$ cat src/rtl/mips_wb_pkg.sv
// mips_wb_pkg: shared types for the writeback write sequencer.
// Holds the register index type, the queued write request, and the
// write-source selector used by the output arbitration.
package mips_wb_pkg;

  typedef logic [4:0] reg_idx_t;

  typedef struct packed {
    reg_idx_t    rd;
    logic [31:0] data;
  } wb_req_t;

  localparam reg_idx_t REG_ZERO = 5'd0;

  // Which source loads the output register on the coming edge.
  typedef enum logic [1:0] {
    SRC_NONE = 2'd0,
    SRC_ALU  = 2'd1,
    SRC_FIFO = 2'd2,
    SRC_BYP  = 2'd3
  } wb_src_t;

endpackage

$ cat src/rtl/wb_fifo.sv
// wb_fifo: synchronous circular FIFO of wb_req_t entries for the load path.
// DEPTH must be a power of two so the pointers wrap by natural overflow.
module wb_fifo
  import mips_wb_pkg::*;
#(
  parameter int DEPTH = 4
) (
  input  logic    clk,
  input  logic    rst,
  input  logic    push,
  input  wb_req_t push_req,
  input  logic    pop,
  output logic    full,
  output logic    empty,
  output wb_req_t head
);

  localparam int          AW       = $clog2(DEPTH);
  localparam logic [AW:0] FULL_CNT = (AW + 1)'(DEPTH);
  localparam logic [AW:0] CNT_ONE  = (AW + 1)'(1);
  localparam logic [AW-1:0] PTR_ONE = AW'(1);

  wb_req_t       r_mem [DEPTH];
  logic [AW-1:0] r_wr_ptr;
  logic [AW-1:0] r_rd_ptr;
  logic [AW:0]   r_count;
  logic          w_push;
  logic          w_pop;

  assign w_push = push && !full;
  assign w_pop  = pop && !empty;
  assign full   = (r_count == FULL_CNT);
  assign empty  = (r_count == '0);
  assign head   = r_mem[r_rd_ptr];

  // Pointer and occupancy tracking; push and pop together leave the count unchanged.
  // NOTE: state is updated with non-blocking assignments so every flop samples pre-edge values.
  always_ff @(posedge clk or posedge rst) begin
    if (rst) begin
      r_wr_ptr <= '0;
      r_rd_ptr <= '0;
      r_count  <= '0;
    end else begin
      if (w_push) r_wr_ptr <= r_wr_ptr + PTR_ONE;
      if (w_pop)  r_rd_ptr <= r_rd_ptr + PTR_ONE;
      case ({w_push, w_pop})
        2'b10:   r_count <= r_count + CNT_ONE;
        2'b01:   r_count <= r_count - CNT_ONE;
        default: r_count <= r_count;
      endcase
    end
  end

  // Entry storage, written on an accepted push.
  // NOTE: the storage array is deliberately not reset; r_count alone decides which entries are live.
  always_ff @(posedge clk) begin
    if (w_push) r_mem[r_wr_ptr] <= push_req;
  end

endmodule

$ cat src/rtl/wb_write_sequencer.sv
// wb_write_sequencer: writeback driver of the register-file write port.
// Merges the ALU path (highest priority, never stalls) with buffered load
// results into one registered write per cycle, and keeps a per-register
// count of outstanding loads that drives the pending vector for decode.
// Optional feature: define WB_BYPASS_EN to let a load arriving with the
// FIFO empty and the ALU idle go straight to the output register.
module wb_write_sequencer
  import mips_wb_pkg::*;
#(
  parameter int DEPTH = 4,
  parameter int CNT_W = 2
) (
  input  logic        clk,
  input  logic        rst,
  input  logic        alu_valid,
  input  logic [4:0]  alu_rd,
  input  logic [31:0] alu_data,
  input  logic        ld_valid,
  output logic        ld_ready,
  input  logic [4:0]  ld_rd,
  input  logic [31:0] ld_data,
  input  logic        iss_valid,
  input  logic [4:0]  iss_rd,
  output logic        iss_ready,
  output logic        wren,
  output logic [4:0]  wr,
  output logic [31:0] wd,
  output logic [31:0] pending,
  output logic        busy
);

  localparam logic [CNT_W-1:0] CNT_MAX = '1;
  localparam logic [CNT_W-1:0] CNT_ONE = CNT_W'(1);

  logic                   w_full;
  logic                   w_empty;
  wb_req_t                w_head;
  wb_req_t                w_ld_req;
  logic                   w_ld_acc;
  logic                   w_push;
  logic                   w_pop;
  wb_src_t                w_src;
  wb_req_t                w_sel;
  logic                   w_ld_write;
  logic                   w_iss_fire;
  logic [31:0][CNT_W-1:0] w_cnt;

  logic        r_wren;
  logic [4:0]  r_wr;
  logic [31:0] r_wd;

  // Ready is taken from the registered occupancy, so a full FIFO refuses
  // a load even on an edge where the head is draining.
  assign ld_ready = !w_full;
  assign busy     = !w_empty;
  assign w_ld_req = '{rd: ld_rd, data: ld_data};
  assign w_ld_acc = ld_valid && ld_ready && (ld_rd != REG_ZERO);

  assign iss_ready  = (iss_rd == REG_ZERO) || (w_cnt[iss_rd] != CNT_MAX);
  assign w_iss_fire = iss_valid && iss_ready && (iss_rd != REG_ZERO);

  wb_fifo #(
    .DEPTH (DEPTH)
  ) u_fifo (
    .clk      (clk),
    .rst      (rst),
    .push     (w_push),
    .push_req (w_ld_req),
    .pop      (w_pop),
    .full     (w_full),
    .empty    (w_empty),
    .head     (w_head)
  );

  // Write-source arbitration: ALU first, then FIFO head, then (optionally) bypass.
  // NOTE: every combinational output gets a default first so no path leaves it unassigned (no latch).
  always_comb begin
    w_src = SRC_NONE;
    w_sel = '0;
    if (alu_valid) begin
      // A valid ALU op to r0 still owns the slot; it simply writes nothing.
      if (alu_rd != REG_ZERO) begin
        w_src = SRC_ALU;
        w_sel = '{rd: alu_rd, data: alu_data};
      end
    end else if (!w_empty) begin
      w_src = SRC_FIFO;
      w_sel = w_head;
    end
`ifdef WB_BYPASS_EN
    else if (w_ld_acc) begin
      w_src = SRC_BYP;
      w_sel = w_ld_req;
    end
`endif
  end

  assign w_pop      = (w_src == SRC_FIFO);
  assign w_push     = w_ld_acc && (w_src != SRC_BYP);
  assign w_ld_write = (w_src == SRC_FIFO) || (w_src == SRC_BYP);

  // Output register; wr/wd hold their last values on idle cycles.
  always_ff @(posedge clk or posedge rst) begin
    if (rst) begin
      r_wren <= 1'b0;
      r_wr   <= REG_ZERO;
      r_wd   <= '0;
    end else begin
      r_wren <= (w_src != SRC_NONE);
      if (w_src != SRC_NONE) begin
        r_wr <= w_sel.rd;
        r_wd <= w_sel.data;
      end
    end
  end

  assign wren = r_wren;
  assign wr   = r_wr;
  assign wd   = r_wd;

  // Register 0 never has an outstanding load.
  assign w_cnt[0]   = '0;
  assign pending[0] = 1'b0;

  for (genvar g = 1; g < 32; g++) begin : g_sb
    logic [CNT_W-1:0] r_cnt;
    logic             w_inc;
    logic             w_dec;

    assign w_inc = w_iss_fire && (iss_rd == reg_idx_t'(g));
    assign w_dec = w_ld_write && (w_sel.rd == reg_idx_t'(g));

    // Outstanding-load counter; an issue and a retire on the same edge cancel.
    always_ff @(posedge clk or posedge rst) begin
      if (rst) begin
        r_cnt <= '0;
      end else if (w_inc && !w_dec) begin
        r_cnt <= r_cnt + CNT_ONE;
      end else if (w_dec && !w_inc) begin
        r_cnt <= r_cnt - CNT_ONE;
      end
    end

    assign w_cnt[g]   = r_cnt;
    assign pending[g] = |r_cnt;
  end

endmodule

$ cat config.mk
export PLATFORM = sky130hd
export DESIGN_NAME = wb_write_sequencer
export DESIGN_NICKNAME = d
export VERILOG_FILES = /design/src/rtl/mips_wb_pkg.sv /design/src/rtl/wb_fifo.sv /design/src/rtl/wb_write_sequencer.sv
export SDC_FILE = /design/constraint.sdc
export NUM_CORES = 1
export LEC_CHECK = 0
export ABC_AREA = 1
export CAP_MARGIN = 20
export CORE_UTILIZATION = 40
export CTS_BUF_LIST = sky130_fd_sc_hd__clkbuf_4 sky130_fd_sc_hd__clkbuf_8
export CTS_CLUSTER_SIZE = 28
export DETAILED_ROUTE_END_ITERATION = 6
export MAX_ROUTING_LAYER = met4
export PLACE_DENSITY_LB_ADDON = 0.2
export SYNTH_ARGS = -nofsm -noshare
export SYNTH_HDL_FRONTEND = slang
export SYNTH_SLANG_ARGS = --single-unit
$ cat constraint.sdc
create_clock -name clk -period 4.95 [get_ports clk]
set_input_delay 1.2375 -clock clk [delete_from_list [all_inputs] [get_ports clk]]
set_output_delay 1.2375 -clock clk [all_outputs]
set_load 0.05 [all_outputs]
# After elaboration in Yosys (flattened, before gate mapping)
# Memories as Yosys holds them, arrays and structs flattened.
# Cells that the tools add are included.
[totals]
reg_bits = 107
ram_bits = 148
input_bits = 84
output_inout_bits = 73
word_cells = 513
n_memories = 1
[op_classes]
n_addsub = 66
n_lt_le_gt_ge = 1
eq_ne = 69
mux = 73
n_reduce_logical = 266
[mem_list]
columns = ["memory", "depth", "word_bits", "read_ports", "rd_ports_with_merged_regs", "wr", "line_no", "rtl"]
rows = [
  ["u_fifo.r_mem", 4, 37, 1, 0, 1, "wb_fifo.sv:23", "wb_req_t r_mem [DEPTH];"],
]
[op_table]
columns = ["cell", "count"]
rows = [
  ["equality test 5 bit, second input constant", 32],
  ["logical AND 1 bit", 131],
  ["two-way mux 2 bit", 65],
  ["two-way mux 37 bit", 3],
  ["equality test 5 x 4 -> 1 bit, second input constant", 16],
  ["adder 2 x 1 -> 2 bit, second input constant", 33],
  ["nonzero test 2 bit", 33],
  ["logical NOT 1 bit", 64],
  ["OR reduction 2 bit", 31],
  ["subtractor 2 x 1 -> 2 bit, second input constant", 31],
  ["equality test 5 x 3 -> 1 bit, second input constant", 8],
  ["equality test 5 x 2 -> 1 bit, second input constant", 4],
  ["nonzero test 5 bit", 3],
  ["binary-select mux 2 bit (select 5 bit)", 1],
  ["equality test 5 x 1 -> 1 bit, second input constant", 2],
  ["equality test 2 bit, second input constant", 3],
  ["less-than comparator 5 x 6 -> 1 bit, second input constant", 1],
  ["case mux 3 bit (2 select lines)", 1],
  ["logical NOT 5 bit", 1],
  ["inequality test 2 bit, second input constant", 2],
  ["adder 3 x 1 -> 3 bit, second input constant", 1],
  ["equality test 3 bit, second input constant", 1],
  ["logical NOT 3 bit", 1],
  ["two-way mux 1 bit", 3],
  ["3 further kinds", 4],
]

# Logic depth before layout (Yosys ltp)
[depth]
word_depth = 11
mapped_depth = 19
ltp_nobuf = 16

# Modules after synthesis
# A second synthesis with hierarchy kept.
[hier_totals]
hier_cells = 1343
area_unflattened_um2 = 12724.7
[by_module_without_submodules]
columns = ["module", "n_inst", "cells_each", "area_per_inst_um2"]
rows = [
  ["wb_write_sequencer", 1, 849, 6376.1],
  ["wb_fifo", 1, 494, 6348.6],
]

# Least setup slack after synthesis
# Ideal clock, no wire load.
[synth_timing]
path_kind = "input to output"
startpoint = "input port iss_rd[1]"
endpoint = "output port iss_ready"
arrival_ns = 2.461
t_required_ns = 3.713
path_slack_ns = 1.252
path_stages = 10
path_buffers = 2
cell_sequence = "buf_4 buf_4 nand3_1 nand2_1 nor2_1 nor2_1 nor2_1 nand2_1 nand3_2 and2_1"
[synth_between]
elab_chain_cells = 4
word_cells_on_any_way = 5
cone_classes = "eq/ne (1); mux (2); reduce/logical (2)"
[synth_lines]
columns = ["element", "line_no", "rtl"]
rows = [
  ["from (decl)", "wb_write_sequencer.sv:23", "input logic [4:0] iss_rd,"],
  ["binary-select mux 2 bit (select 5 bit)", "wb_write_sequencer.sv:59", "assign iss_ready = (iss_rd == REG_ZERO) || (w_cnt[iss_rd] != CNT_MAX);"],
  ["two-way mux 2 bit (implied by the code)", "wb_write_sequencer.sv:59", ""],
  ["inequality test 2 bit", "wb_write_sequencer.sv:59", ""],
  ["logical OR 1 bit *", "wb_write_sequencer.sv:59", ""],
  ["to (decl)", "wb_write_sequencer.sv:24", "output logic iss_ready,"],
]
# Mark *: on every way between the ends. The rest lies on a longest branch, timed or not. The select of a mux whose other input is x is not followed.

# Worst setup path after layout
# Same ends and word-level chain as after synthesis.

==> metrics.md <==
| Metric | Value |
|---|---|
| Status | `complete, no violations` |
| Leak | `a little over 6 nW` |
| Post-Syn Area | `around 12000 sq um` |
| I/O pin cnt | `157` |
| Unrepaired setup endpoints after global routing | `no` |
| Synth Instances | `1251` |
| Cell Pwr Density | `~600 nW/um^2` |
| Final instance area | `between 15000 and 20000 sq um` |
| Post-Syn Nets | `roughly 1400` |
| HPWL after DPL | `about 19 mm` |
| Clock transition at path regs | `0.05 ns` |
| Maximum buffer depth of the clock tree | `3` |
| Cell area after placement | `14100 sq um` |
| Setup Fix Bufs, Post-CTS | `0` |
| Mapped Avg Cell Area | `just under 10 sq um` |
| DR pass1 iterations | `5` |
| Layout cells sized above 1 | `10.1%` |
| Clock sink total | `between 200 and 300` |
| Top cells by area, synth | `edfxtp_1 (37%), dfrtp_1 (22%), nand2_1 (9.6%)` |
| Pin count of the biggest net entering global routing | `76` |
| Setup_tns | `0 ns` |
| Peak supply drop | `approximately 0.00028 V` |
| Power, Total | `around 0.0090 W` |
| TritonCTS clock tree | `done` |
| Post-synth top area share | `36.6%` |
| Final Skew | `~0.029 ns` |
| Die Footprint | `31100 sq um` |
| Wire per inst | `16.0 um` |
| Min cycle time layout | `approximately 4.4 ns` |
| Post-route clock period utilization | `slightly below 90%` |
| Final wirelength | `between 20 and 30 mm` |
| Critical Path Sink Type | `output pin` |
| Drt drc | `0` |
| R2r setup slk | `approximately 1.7 ns` |
| H-Tree Depth | `2` |
| Area Growth Syn to Fin | `24.0%` |
| CP Launch Type | `input port` |
| Final antenna-violating net count | `0` |
| Fmax | `about 230 MHz` |
| Slew Limit Fails | `0` |
| Yosys cell types | `32` |
| Yosys reg bits | `approximately 260` |
| CP required | `roughly 3.7 ns` |
| Total grt overflow | `0` |
| EDFF count, synth | `around 150` |
| Final nets | `around 1500` |
| Fin. Hold Viols | `0` |
| Root buffer cell | `clkbuf_8` |
| CTS buffer count | `between 40 and 50` |
| Initial antenna violation count | `3` |
| Die width | `176 um` |
| CP max FO | `23` |
| Hold WC Path Type | `reg2reg` |
| GR Util All Layers | `20.0%` |
| Arrival @ worst endpoint | `3.11 ns` |
| DR iter-0 viols | `just under 500` |
| Vias | `9035` |
| Starting density of the core | `between 40 and 50%` |
| Slew margin rel. | `roughly half` |
| Die Ht | `176 um` |
| Worst-skew pair later-pin latency | `0.57 ns` |
| Ys Warns | `0` |
| Hold slack | `0.469 ns` |
| Max Cap Viol | `0` |
| Sequential share of the synthesized area | `58.7%` |
| Vias in the first global route | `9113` |
| Worst-Margin Slew | `between 0.7 and 0.8 ns` |
| Main synth FF type | `edfxtp_1` |
| Cts hold-fix bufs | `0` |
| Post-CTS sizing | `0` |
| Asr flop ratio synth | `a little over two fifths` |
| Setup CP Type | `in2out` |
| Final setup viols | `0` |
| GPL Wtd Cong | `about 0.86` |
| Most area-hungry cell type in the Yosys netlist | `edfxtp_1` |
| CORE AREA | `around 30000 sq um` |
| PortBufs | `155` |
| Global-route wire length before repair | `47.0 mm` |
| Via density per instance | `4.90` |
| Cell Rows | `63` |
## final timing paths
path                                                      from                            end  cells after the start
worst max register to register  u_fifo.r_rd_ptr[1]$_DFFE_PP0P_   g_sb[6].r_cnt[1]$_DFFE_PP0P_                     16
max in group asynchronous                                  rst   g_sb[2].r_cnt[0]$_DFFE_PP0P_                      3
min in group asynchronous                                  rst  g_sb[30].r_cnt[1]$_DFFE_PP0P_                      2
worst min register to register   g_sb[20].r_cnt[0]$_DFFE_PP0P_  g_sb[20].r_cnt[0]$_DFFE_PP0P_                      1
worst min-delay path             g_sb[20].r_cnt[0]$_DFFE_PP0P_  g_sb[20].r_cnt[0]$_DFFE_PP0P_                      1
worst max-delay path                                 iss_rd[1]                      iss_ready                     12
## worst max-delay path: stages
cell	delay (ns)
clkdlybuf4s50_1	0.45
buf_4	0.30
inv_2	0.21
nand3_1	0.11
nand2_1	0.05
nor2_1	0.08
nor2_1	0.05
nor2_1	0.08
nand2_1	0.07
nand3_2	0.10
and2_1	0.21
buf_12	0.15
## area by class of cell
| type | count | area, sq um |
|---|---|---|
| diodes | 3 | 7.51 |
| clock buffers | 59 | 724 |
| clock inverters | 21 | 199 |
| fillers | 2748 | 14700 |
| inverters | 102 | 388 |
| multi-input cells | 837 | 4380 |
| flip-flops and latches | 255 | 7120 |
| well taps | 390 | 488 |
| repair buffers | 178 | 1750 |
## per-layer routing
metal / vias up / routed length (um) / track usage (%)
met1: 4258 / 12500 / 23.8
met2: 225 / 14600 / 33.2
met5: - / 0 / -
met3: 65 / 1550 / 3.94
li1: 4487 / - / -
met4: 0 / 869 / 7.90
## kinds of logic (layout without fill, tap and decap cells)
kind of cell / count (synthesis) / after routing / share of synthesized area (%)
simple gates: 545 / 545 / 18.9
flops: 255 / 255 / 58.7
compound gates: 188 / 188 / 8.16
buf+inv: 159 / 360 / 5.61
xor+xnor: 66 / 66 / 4.76
fa+ha+maj: 37 / 37 / 3.87
other cells: 1 / 4 / 0.0309
## stage by stage
step / cells / utilization (%) / setup slack [ns]
3_3_place_gp: 1762 / 47.5 / 0.595
4_1_cts: 1842 / 50.6 / 0.594
6_report: 1845 / 50.7 / 0.598
3_5_place_dp: 1762 / 47.5 / 0.600
5_1_grt: 1845 / 50.7 / 0.439
2_1_floorplan: 1251 / - / 0.895
## sequential cells by signal (all words and copies together) (netlist names)
register,count
u_fifo.r_count,3
g_sb.r_cnt,62
wd,32
wren,1
wr,5
u_fifo.r_rd_ptr,2
u_fifo.r_mem,148
u_fifo.r_wr_ptr,2
## cells in the mapped netlist (3+ instances only)
master / count
inv_1: 99
nand3_2: 3
buf_2: 14
ha_1: 36
nand3_1: 81
edfxtp_1: 148
xnor2_1: 33
clkbuf_1: 28
nor2_2: 32
buf_1: 3
buf_4: 7
buf_6: 5
o21ai_0: 117
xor2_1: 33
dfrtp_1: 107
nand2_1: 311
o22ai_1: 37
a21oi_1: 33
nor2_1: 111
## report_power, final
part	total (W)	internal, W	switching [W]
clock network	0.00200	0.00112	0.000877
logic	0.00376	0.00120	0.00256
registers	0.00328	0.00293	0.000344
total	0.00904	0.00525	0.00378
## cells in the final DEF (no fill, tap or decap), drive strengths merged
cell type	synthesis	final
conb	1	1
buf	29	24
xor2	33	33
bufinv	0	3
inv	101	102
nand3	85	85
xnor2	33	33
a21oi	33	33
clkinvlp	0	2
o22ai	37	37
or2	1	1
clkinv	1	16
dfrtp	107	107
edfxtp	148	148
clkdlybuf4s50	0	154
and2	1	1
fa	1	1
o41ai	1	1
clkbuf	28	59
nor3	2	2
nand2	311	311
diode	0	3
o21ai	117	117
nor2	145	145
ha	36	36
Note: power is estimated with default switching activity, not from simulation.
